File: config.mk
export PLATFORM = sky130hd
export DESIGN_NAME = equiv_mismatch_monitor
export DESIGN_NICKNAME = d
export VERILOG_FILES = /design/src/rtl/equiv_pkg.sv /design/src/rtl/equiv_rec_fifo.sv /design/src/rtl/equiv_mismatch_monitor.sv
export SDC_FILE = /design/constraint.sdc
export NUM_CORES = 1
export LEC_CHECK = 0
export BUFFER_PORTS_ARGS = -buffer_cell sky130_fd_sc_hd__buf_2
export CAP_MARGIN = 5
export CORE_MARGIN = 2
export CORE_UTILIZATION = 53
export CTS_CLUSTER_SIZE = 30
export DETAILED_ROUTE_END_ITERATION = 7
export GPL_ROUTABILITY_DRIVEN = 0
export HOLD_SLACK_MARGIN = 0.15
export PLACE_DENSITY_LB_ADDON = 0.1
export SKIP_CTS_REPAIR_TIMING = 1
export SLEW_MARGIN = 40
export SYNTH_ARGS = -nofsm -noshare
export SYNTH_HDL_FRONTEND = slang
export SYNTH_SLANG_ARGS = --single-unit
File: constraint.sdc
create_clock -name clk -period 18.93 [get_ports clk]
set_clock_uncertainty 0.1 [all_clocks]
set_input_delay 3.786 -clock clk [delete_from_list [all_inputs] [get_ports clk]]
set_output_delay 3.786 -clock clk [all_outputs]
set_load 0.01 [all_outputs]
File: src/rtl/equiv_pkg.sv
// rtl/equiv_pkg.sv - shared types and constants for the equivalence mismatch monitor
package equiv_pkg;

    // Monitor phases: ignore start-up noise, compare, or stop after first failure
    typedef enum logic [1:0] {
        ST_SETTLE = 2'd0,
        ST_RUN    = 2'd1,
        ST_HALT   = 2'd2
    } mon_state_e;

    localparam int DEF_WIDTH = 91;
    localparam int DEF_CNT_W = 16;
    localparam int DEF_REC_W = DEF_CNT_W + DEF_WIDTH;

    // A record is {cycle stamp, y_1 ^ y_2}
    function automatic int rec_width(input int cnt_w, input int width);
        return cnt_w + width;
    endfunction

endpackage

File: src/rtl/equiv_rec_fifo.sv
// rtl/equiv_rec_fifo.sv - synchronous record FIFO with full/empty flags
module equiv_rec_fifo #(
    parameter int W     = 8,
    parameter int DEPTH = 4
) (
    input  logic         clk,
    input  logic         rst,
    input  logic         push,
    input  logic [W-1:0] push_data,
    input  logic         pop,
    output logic         full,
    output logic         empty,
    output logic [W-1:0] head_data
);

    localparam int AW = $clog2(DEPTH);

    logic [W-1:0] mem [DEPTH];
    logic [AW:0]  wr_q;
    logic [AW:0]  rd_q;
    logic         do_pop;
    logic         do_push;

    // Extra pointer bit distinguishes full from empty when the indices match
    assign empty = (wr_q == rd_q);
    assign full  = (wr_q[AW] != rd_q[AW]) && (wr_q[AW-1:0] == rd_q[AW-1:0]);

    // A pop frees the head slot at the same edge, so a push into a full FIFO is still accepted
    assign do_pop  = pop && !empty;
    assign do_push = push && (!full || do_pop);

    // Head reads as zero when nothing is stored so the output is clean after reset
    assign head_data = empty ? '0 : mem[rd_q[AW-1:0]];

    // Record storage; contents are qualified by the pointers so no reset is needed
    always_ff @(posedge clk) begin
        if (do_push) begin
            mem[wr_q[AW-1:0]] <= push_data;
        end
    end

    // Read/write pointer update
    always_ff @(posedge clk) begin
        if (rst) begin
            wr_q <= '0;
            rd_q <= '0;
        end else begin
            if (do_push) begin
                wr_q <= wr_q + 1'b1;
            end
            if (do_pop) begin
                rd_q <= rd_q + 1'b1;
            end
        end
    end

endmodule

File: src/rtl/equiv_mismatch_monitor.sv
// rtl/equiv_mismatch_monitor.sv - compares two design copies and queues mismatch records
module equiv_mismatch_monitor
    import equiv_pkg::*;
#(
    parameter int WIDTH         = DEF_WIDTH,
    parameter int SETTLE_CYCLES = 4,
    parameter int CNT_W         = DEF_CNT_W,
    parameter int DEPTH         = 4,
    parameter int STOP_ON_FAIL  = 0
) (
    input  logic                                 clk,
    input  logic                                 rst,
    input  logic                                 enable,
    input  logic [WIDTH-1:0]                     y_1,
    input  logic [WIDTH-1:0]                     y_2,
    output logic                                 fail,
    output logic [CNT_W-1:0]                     mismatch_cnt,
    output logic [CNT_W-1:0]                     cycle_cnt,
    output logic [CNT_W-1:0]                     drop_cnt,
    output logic                                 rpt_valid,
    input  logic                                 rpt_ready,
    output logic [rec_width(CNT_W, WIDTH)-1:0]   rpt_data
);

    localparam int REC_W = rec_width(CNT_W, WIDTH);
    localparam int SET_W = $clog2(SETTLE_CYCLES + 2);
    // With no settle period the monitor starts comparing straight out of reset
    localparam mon_state_e RESET_STATE = (SETTLE_CYCLES == 0) ? ST_RUN : ST_SETTLE;

    mon_state_e        state_q;
    mon_state_e        state_d;
    logic [SET_W-1:0]  settle_q;
    logic [SET_W-1:0]  settle_d;
    logic              compare;
    logic              mismatch;
    logic              push;
    logic              pop;
    logic              drop;
    logic              fifo_full;
    logic              fifo_empty;
    logic [WIDTH-1:0]  diff;
    logic [REC_W-1:0]  rec;

    assign diff     = y_1 ^ y_2;
    assign mismatch = (y_1 != y_2);
    assign push     = compare && mismatch;
    assign pop      = rpt_valid && rpt_ready;
    assign drop     = push && fifo_full && !pop;
    assign rec      = {cycle_cnt, diff};
    assign rpt_valid = !fifo_empty;

    // Next-state: count enabled settle cycles, compare in RUN, optionally halt on first mismatch
    always_comb begin
        state_d  = state_q;
        settle_d = settle_q;
        compare  = 1'b0;
        case (state_q)
            ST_SETTLE: begin
                if (enable) begin
                    settle_d = settle_q + 1'b1;
                    if (settle_d == SET_W'(SETTLE_CYCLES)) begin
                        state_d = ST_RUN;
                    end
                end
            end
            ST_RUN: begin
                if (enable) begin
                    compare = 1'b1;
                    if (mismatch && (STOP_ON_FAIL != 0)) begin
                        state_d = ST_HALT;
                    end
                end
            end
            ST_HALT: begin
                state_d = ST_HALT;
            end
            default: begin
                state_d = RESET_STATE;
            end
        endcase
    end

    // State and settle progress register
    always_ff @(posedge clk) begin
        if (rst) begin
            state_q  <= RESET_STATE;
            settle_q <= '0;
        end else begin
            state_q  <= state_d;
            settle_q <= settle_d;
        end
    end

    // Sticky fail flag and saturating statistics counters
    always_ff @(posedge clk) begin
        if (rst) begin
            fail         <= 1'b0;
            mismatch_cnt <= '0;
            cycle_cnt    <= '0;
            drop_cnt     <= '0;
        end else begin
            if (compare && (cycle_cnt != '1)) begin
                cycle_cnt <= cycle_cnt + 1'b1;
            end
            if (push) begin
                fail <= 1'b1;
            end
            if (push && (mismatch_cnt != '1)) begin
                mismatch_cnt <= mismatch_cnt + 1'b1;
            end
            if (drop && (drop_cnt != '1)) begin
                drop_cnt <= drop_cnt + 1'b1;
            end
        end
    end

    equiv_rec_fifo #(
        .W     (REC_W),
        .DEPTH (DEPTH)
    ) u_rec_fifo (
        .clk       (clk),
        .rst       (rst),
        .push      (push),
        .push_data (rec),
        .pop       (pop),
        .full      (fifo_full),
        .empty     (fifo_empty),
        .head_data (rpt_data)
    );

endmodule
==> run_results.csv, run 1 <==
group,metric,value,unit
route,route.detailed.vias_per_inst,5.529,
cts,tritoncts,"done",
sta,slew-limit-headroom,0.4433,
setup_path,critPathLaunchType,"flip-flop",
place,hpwl,27.14,mm
cells_and_area,drive_gt1_frac,0.3573,
power_and_ir_drop,power_switching_share,0.1949,
sta,fin_hold_ws,349.0,ps
floorplan,die_boundary_height,199.2,um
power_and_ir_drop,clock_power_share,0.432,
power_and_ir_drop,pwr-share-comb,0.032,
setup_path,reg2regPathDepth,5,
cts,clk_pin_slew,60,ps
cts,cts_inserted_buffers,49,
synth,synth_commonest_cells,"edfxtp_1 (428), and2_1 (110), mux4_2 (107), xor2_1 (102), dfxtp_1 (62)",
sta,final_period_minus_worst_setup_slack,7333,ps
sta,fmax,136.4,MHz
route,detail_route.iter0.violations,699,
synth,yosys.cell_types.count,50,
global_route,gr-usage-met2,0.3519,
synth,synth-main-ff-cell,"edfxtp_1",
route,routed_wirelength,43.00,mm
synth,synthDominantCellAreaShare,0.6362,
setup_path,path_class,"reg -> out",
synth,synth-seq-cells,490,
global_route,via_count_of_the_first_global_routing_pass,11110,
floorplan,floorplan.die.width,199.2,um
power_and_ir_drop,worst_case_vdd_ir_drop,0.05469,mV
route,route.vias.total,11440,
power_and_ir_drop,seq_power_share,0.536,
route,post-route-drc-count,0,
global_route,grtUsageMet3,0.03629,
power_and_ir_drop,internal_power,1779,uW
cts,numClockSinks,490,
cells_and_area,post_layout_instance_area,0.02412,mm2
status,outcome,"finished, final reports clean",
synth,netlist_top_cells_area,"edfxtp_1 (64%), mux4_2 (12%), dfxtp_1 (6.1%)",
setup_path,end_kind,"output pin",
global_route,global_route.usage.total,0.2147,
setup_path,rrSetupSlack,15630,ps
synth,netlist.top_cell.by_area,"edfxtp_1",
synth,async_set_or_reset_register_ratio_after_synthesis,0,
hold_path,timing.hold.worst_path_depth,2,
setup_path,arrival,3450,ps
setup_path,rr_startpoint,"state_q[1]",
synth,yosys.cell_count.top_type,"edfxtp_1",
global_route,globalRoute.busiestLayer,"met2",
synth,synth_nets,1360,
floorplan,initial_core_util,0.5376,
place,postPlaceCellArea,0.02249,mm2
sta,setup_tns,0,ps
global_route,grt_first_pass_wirelength,63.85,mm
place,portBuffers,342,
power_and_ir_drop,power_density,91.60,mW/mm2
synth,yosys_warnings,0,
floorplan,placeableCoreArea,0.03758,mm2
cells_and_area,finalCoreUtilization,0.6420,
cts,clkLatencyLatePin,550,ps
sta,worst_pin_slew,835.0,ps
synth,register_area_share_after_synthesis,0.6976,
synth,postSynthAreaPerCell,17.36,um2
sta,setup_viol_count_final,0,
sta,min_period_over_period,0.3874,
power_and_ir_drop,total_power,2210,uW
synth,synth_enable_flop_cells,428,
floorplan,ios,343,
setup_path,endpoint_of_the_worst_slack_reg_to_reg_timing_path,"u_rec_fifo.mem[0][86]",
hold_path,holdPathEnd,"fail",
hold_path,min_path_type,"reg -> reg",
route,ant_nets,0,
floorplan,fp-row-count,71,
hold_path,hold_path_startpoint,"fail",
synth,syn-instance-count,1164,
job,max_cap_violations,0,
global_route,global_route.usage.met1,0.3069,
route,drt_first_pass_iters,4,
power_and_ir_drop,p_switching,430.8,uW
floorplan,area_of_the_die,0.03970,mm2
sta,hold_violation_total_from_the_final_report,0,
cts,cts_buffer_depth,3,
synth,synth_area,0.02020,mm2
global_route,grt.overflow.total,0,
cells_and_area,nets,1713,
setup_path,critical_path_required,15040,ps
route,detail_route.wl_per_cell,20.79,um
power_and_ir_drop,power.static_leakage,0.008555,uW
setup_path,worst-path-max-fanout,40,
cells_and_area,synthToLayoutAreaGrowth,19.41,%
sta,finalMaxSlewViolations,0,
global_route,initial_antenna_violation_count,1,
sta,rsz0062_at_grt,"false",
cts,htree_levels,2,
global_route,pin_count_of_the_biggest_net_entering_global_routing,76,
cts,clock-root-buffer,"clkbuf_16",
==> how the worst max path moves through the flow <==
stage,endpoint
5_1_grt,rpt_data[49]
3_5_place_dp,u_rec_fifo.mem[0][91]
4_1_cts,rpt_data[49]
3_3_place_gp,u_rec_fifo.mem[1][35]
6_report,rpt_data[49]
2_1_floorplan,u_rec_fifo.wr_q[2]
==> layout make-up <==
class,count,area [um2]
tap,511,639.4
antenna,1,2.502
clock inverter,35,320.3
multi-input combinational,612,5888
sequential,490,14100
timing repair buffer,356,1852
clock buffer,55,1291
inverter,8,30.03
fill,2720,13450
==> cell usage in the layout (no fill, tap or decap), types with 9 or more instances in the layout <==
cell	instances
buf_2	342
nand4_1	12
clkbuf_16	51
edfxtp_1	428
or4_1	17
mux4_2	107
nor2_1	40
o31ai_1	13
nand2_1	32
dfxtp_1	60
xor2_1	102
nand2b_1	11
clkinv_2	14
a21oi_1	26
xnor2_1	9
ha_1	10
nor4_1	26
and2_1	107
or3_1	9
clkinv_1	11
nand3_1	16
==> logic make-up after synthesis <==
family | count (synthesis) | synth area share
flops | 490 | 0.6976
simple gates | 309 | 0.08924
mux | 121 | 0.1267
xor+xnor | 111 | 0.04812
buf+inv | 62 | 0.01307
compound gates | 61 | 0.01907
fa+ha+maj | 10 | 0.006193
==> registers in the layout, summed over array words and instances, names as in the netlist, named ones only <==
register         flops
u_rec_fifo.rd_q      3
mismatch_cnt        16
drop_cnt            16
settle_q             3
u_rec_fifo.mem     428
fail                 1
state_q              2
cycle_cnt           16
u_rec_fifo.wr_q      3
==> power groups by stage <==
stage          registers, uW  clock network [uW]  logic, uW
6_report                1180                 954       71.0
5_1_grt                 1180                1010       78.8
4_1_cts                 1180                 972       72.2
3_5_place_dp            1210                   0       71.9
3_3_place_gp            1210                   0       69.8
2_1_floorplan           1210                   0       30.5
==> stage by stage <==
step | cells | setup WS [ps]
floorplan | 1164 | 5468
global placement | 1976 | 10650
detailed placement | 1977 | 10750
CTS | 2067 | 11010
global route | 2067 | 11300
finish | 2068 | 11600
==> worst max-delay path: stages, from the launching register on <==
cell     delay, ps
dfxtp_4        790
buf_6          560
buf_6          550
mux4_2         590
and2_1         220
buf_2          150
==> layer usage <==
| layer | vias to the layer above | share of wire |
|---|---|---|
| met2 | 370 | 0.49 |
| met5 | - | 0 |
| met1 | 5763 | 0.43 |
| met4 | 0 | 0.016 |
| li1 | 5247 | - |
| met3 | 55 | 0.064 |
No activity file was read; power rests on OpenSTA's default activity.
==> run 2: changes to the inputs <==
==> constraint.sdc (replaced) <==
create_clock -name clk -period 7.3 [get_ports clk]
set_clock_uncertainty 0.1 [all_clocks]
set_input_delay 1.46 -clock clk [delete_from_list [all_inputs] [get_ports clk]]
set_output_delay 1.46 -clock clk [all_outputs]
set_load 0.01 [all_outputs]
==> run_results.csv, run 2 (same netlist as run 1, synthesis figures left out) <==
group,metric,value,unit
status,outcome,"finished, final reports clean",
cells_and_area,drive_gt1_frac,0.3530,
route,ant_nets,0,
global_route,pin_count_of_the_biggest_net_entering_global_routing,111,
setup_path,crit_path_start,"y_2[65]",
route,post-route-drc-count,0,
route,routed_wirelength,44.41,mm
cts,clk_pin_slew,60,ps
cells_and_area,layout.cells.most_common,"edfxtp_1",
setup_path,endpoint_of_the_worst_slack_reg_to_reg_timing_path,"u_rec_fifo.mem[0][15]",
floorplan,area_of_the_die,0.03970,mm2
setup_path,worst-path-max-fanout,50,
floorplan,floorplan.die.width,199.2,um
sta,finalMaxSlewViolations,0,
sta,rsz0062_at_grt,"false",
place,hpwl,28.15,mm
power_and_ir_drop,seq_power_share,0.541,
place,postPlaceCellArea,0.02255,mm2
cells_and_area,diodes,0,
route,route.vias.total,11550,
power_and_ir_drop,p_switching,1124,uW
sta,worst_pin_slew,822.1,ps
cts,htree_levels,2,
global_route,grt_first_pass_wirelength,66.41,mm
setup_path,end_kind,"flip-flop",
cts,clkLatencyLatePin,560,ps
setup_path,critPathLaunchType,"input port",
cells_and_area,max_reg_flops,428,
route,route.detailed.vias_per_inst,5.583,
cells_and_area,nets,1716,
setup_path,critical_path_required,7490,ps
cells_and_area,post_layout_instance_area,0.02412,mm2
cells_and_area,finalNonFillerCells,2069,
cts,clock-root-buffer,"clkbuf_16",
setup_path,arrival,4810,ps
global_route,global_route.usage.total,0.2244,
cells_and_area,synthToLayoutAreaGrowth,19.40,%
power_and_ir_drop,clock_power_share,0.425,
floorplan,placeableCoreArea,0.03758,mm2
cts,cts_inserted_buffers,49,
global_route,grt.overflow.total,0,
setup_path,rr_startpoint,"state_q[1]",
sta,slew-limit-headroom,0.4519,
cts,numClockSinks,490,
floorplan,ios,343,
place,portBuffers,342,
route,detail_route.iter0.violations,605,
sta,hold_violation_total_from_the_final_report,0,
cells_and_area,mostFrequentLayoutCells,"edfxtp_1 (428), buf_2 (342), mux4_2 (107), and2_1 (107), xor2_1 (102)",
setup_path,path_class,"in -> reg",
power_and_ir_drop,pwr-share-comb,0.033,
floorplan,fp-row-count,71,
power_and_ir_drop,power.static_leakage,0.008537,uW
setup_path,setup.worst_path.end,"u_rec_fifo.mem[0][15]",
power_and_ir_drop,total_power,5675,uW
global_route,via_count_of_the_first_global_routing_pass,11500,
sta,fmax,216.1,MHz
power_and_ir_drop,internal_power,4550,uW
place,post-place-cells,1979,
global_route,initial_antenna_violation_count,0,
sta,setup_tns,0,ps
job,max_cap_violations,0,
sta,final_period_minus_worst_setup_slack,4627,ps
floorplan,initial_core_util,0.5376,
setup_path,rrSetupSlack,4050,ps
floorplan,die_boundary_height,199.2,um
sta,min_period_over_period,0.6339,
hold_path,min_path_type,"reg -> reg",
cts,tritoncts,"done",
route,drt_first_pass_iters,7,
power_and_ir_drop,power_density,235.2,mW/mm2
power_and_ir_drop,power_switching_share,0.1982,
power_and_ir_drop,worst_case_vdd_ir_drop,0.1568,mV
setup_path,reg2regPathDepth,6,
sta,setup_viol_count_final,0,
cts,cts_buffer_depth,3,
route,detail_route.wl_per_cell,21.46,um
[run 2: critical path, cell delays in order]
cell and delay, ps:
buf_2 110, xor2_1 230, nor4_1 670, nand4_1 360
nor4_4 560, a21o_2 220, nor2_1 80, and2_4 420
buf_4 390, buf_12 240
[run 2: power groups by stage]
stage	combinational (uW)	sequential, uW	clock [uW]
floorplan	79.1	3130	0
global placement	185	3130	0
detailed placement	191	3130	0
CTS	192	3070	2460
global route	208	3070	2560
finish	189	3070	2410
[run 2: cell type report]
cell class              count  area, um2
clock buffers              64       1325
multi-input cells         612       5877
clock inverters            25      221.5
inverters                   8      30.03
repair buffers            359       1929
well taps                 511      639.4
flip-flops and latches    490      14100
fillers                  2736      13450
[run 2: routing by layer]
metal / share of wire / up-vias / track usage / wire, um
met2: 0.50 / 383 / 0.3736 / 22110
met3: 0.061 / 66 / 0.04321 / 2698
li1: - / 5247 / - / -
met5: 0 / - / 0 / 0
met1: 0.42 / 5855 / 0.3043 / 18600
met4: 0.022 / 0 / 0.06440 / 999
[run 2: how the worst min path moves through the flow]
stage                 end        from  cells after the start  slack (ps)
2_1_floorplan  state_q[0]  state_q[1]                      1         330
3_3_place_gp         fail        fail                      2         330
3_5_place_dp         fail        fail                      2         330
4_1_cts              fail        fail                      2         340
5_1_grt              fail        fail                      2         370
6_report             fail        fail                      2         340
[run 2: metrics by stage]
step / hold WS, ps / util / worst slack, ps
after detailed placement: 332.2 / 0.6001 / 1985
after global routing: 372.9 / 0.6420 / 2583
after global placement: 326.4 / 0.5977 / 2082
after floorplan: 329.3 / - / 99.68
final: 342.1 / 0.6420 / 2673
after CTS: 341.1 / 0.6412 / 2575
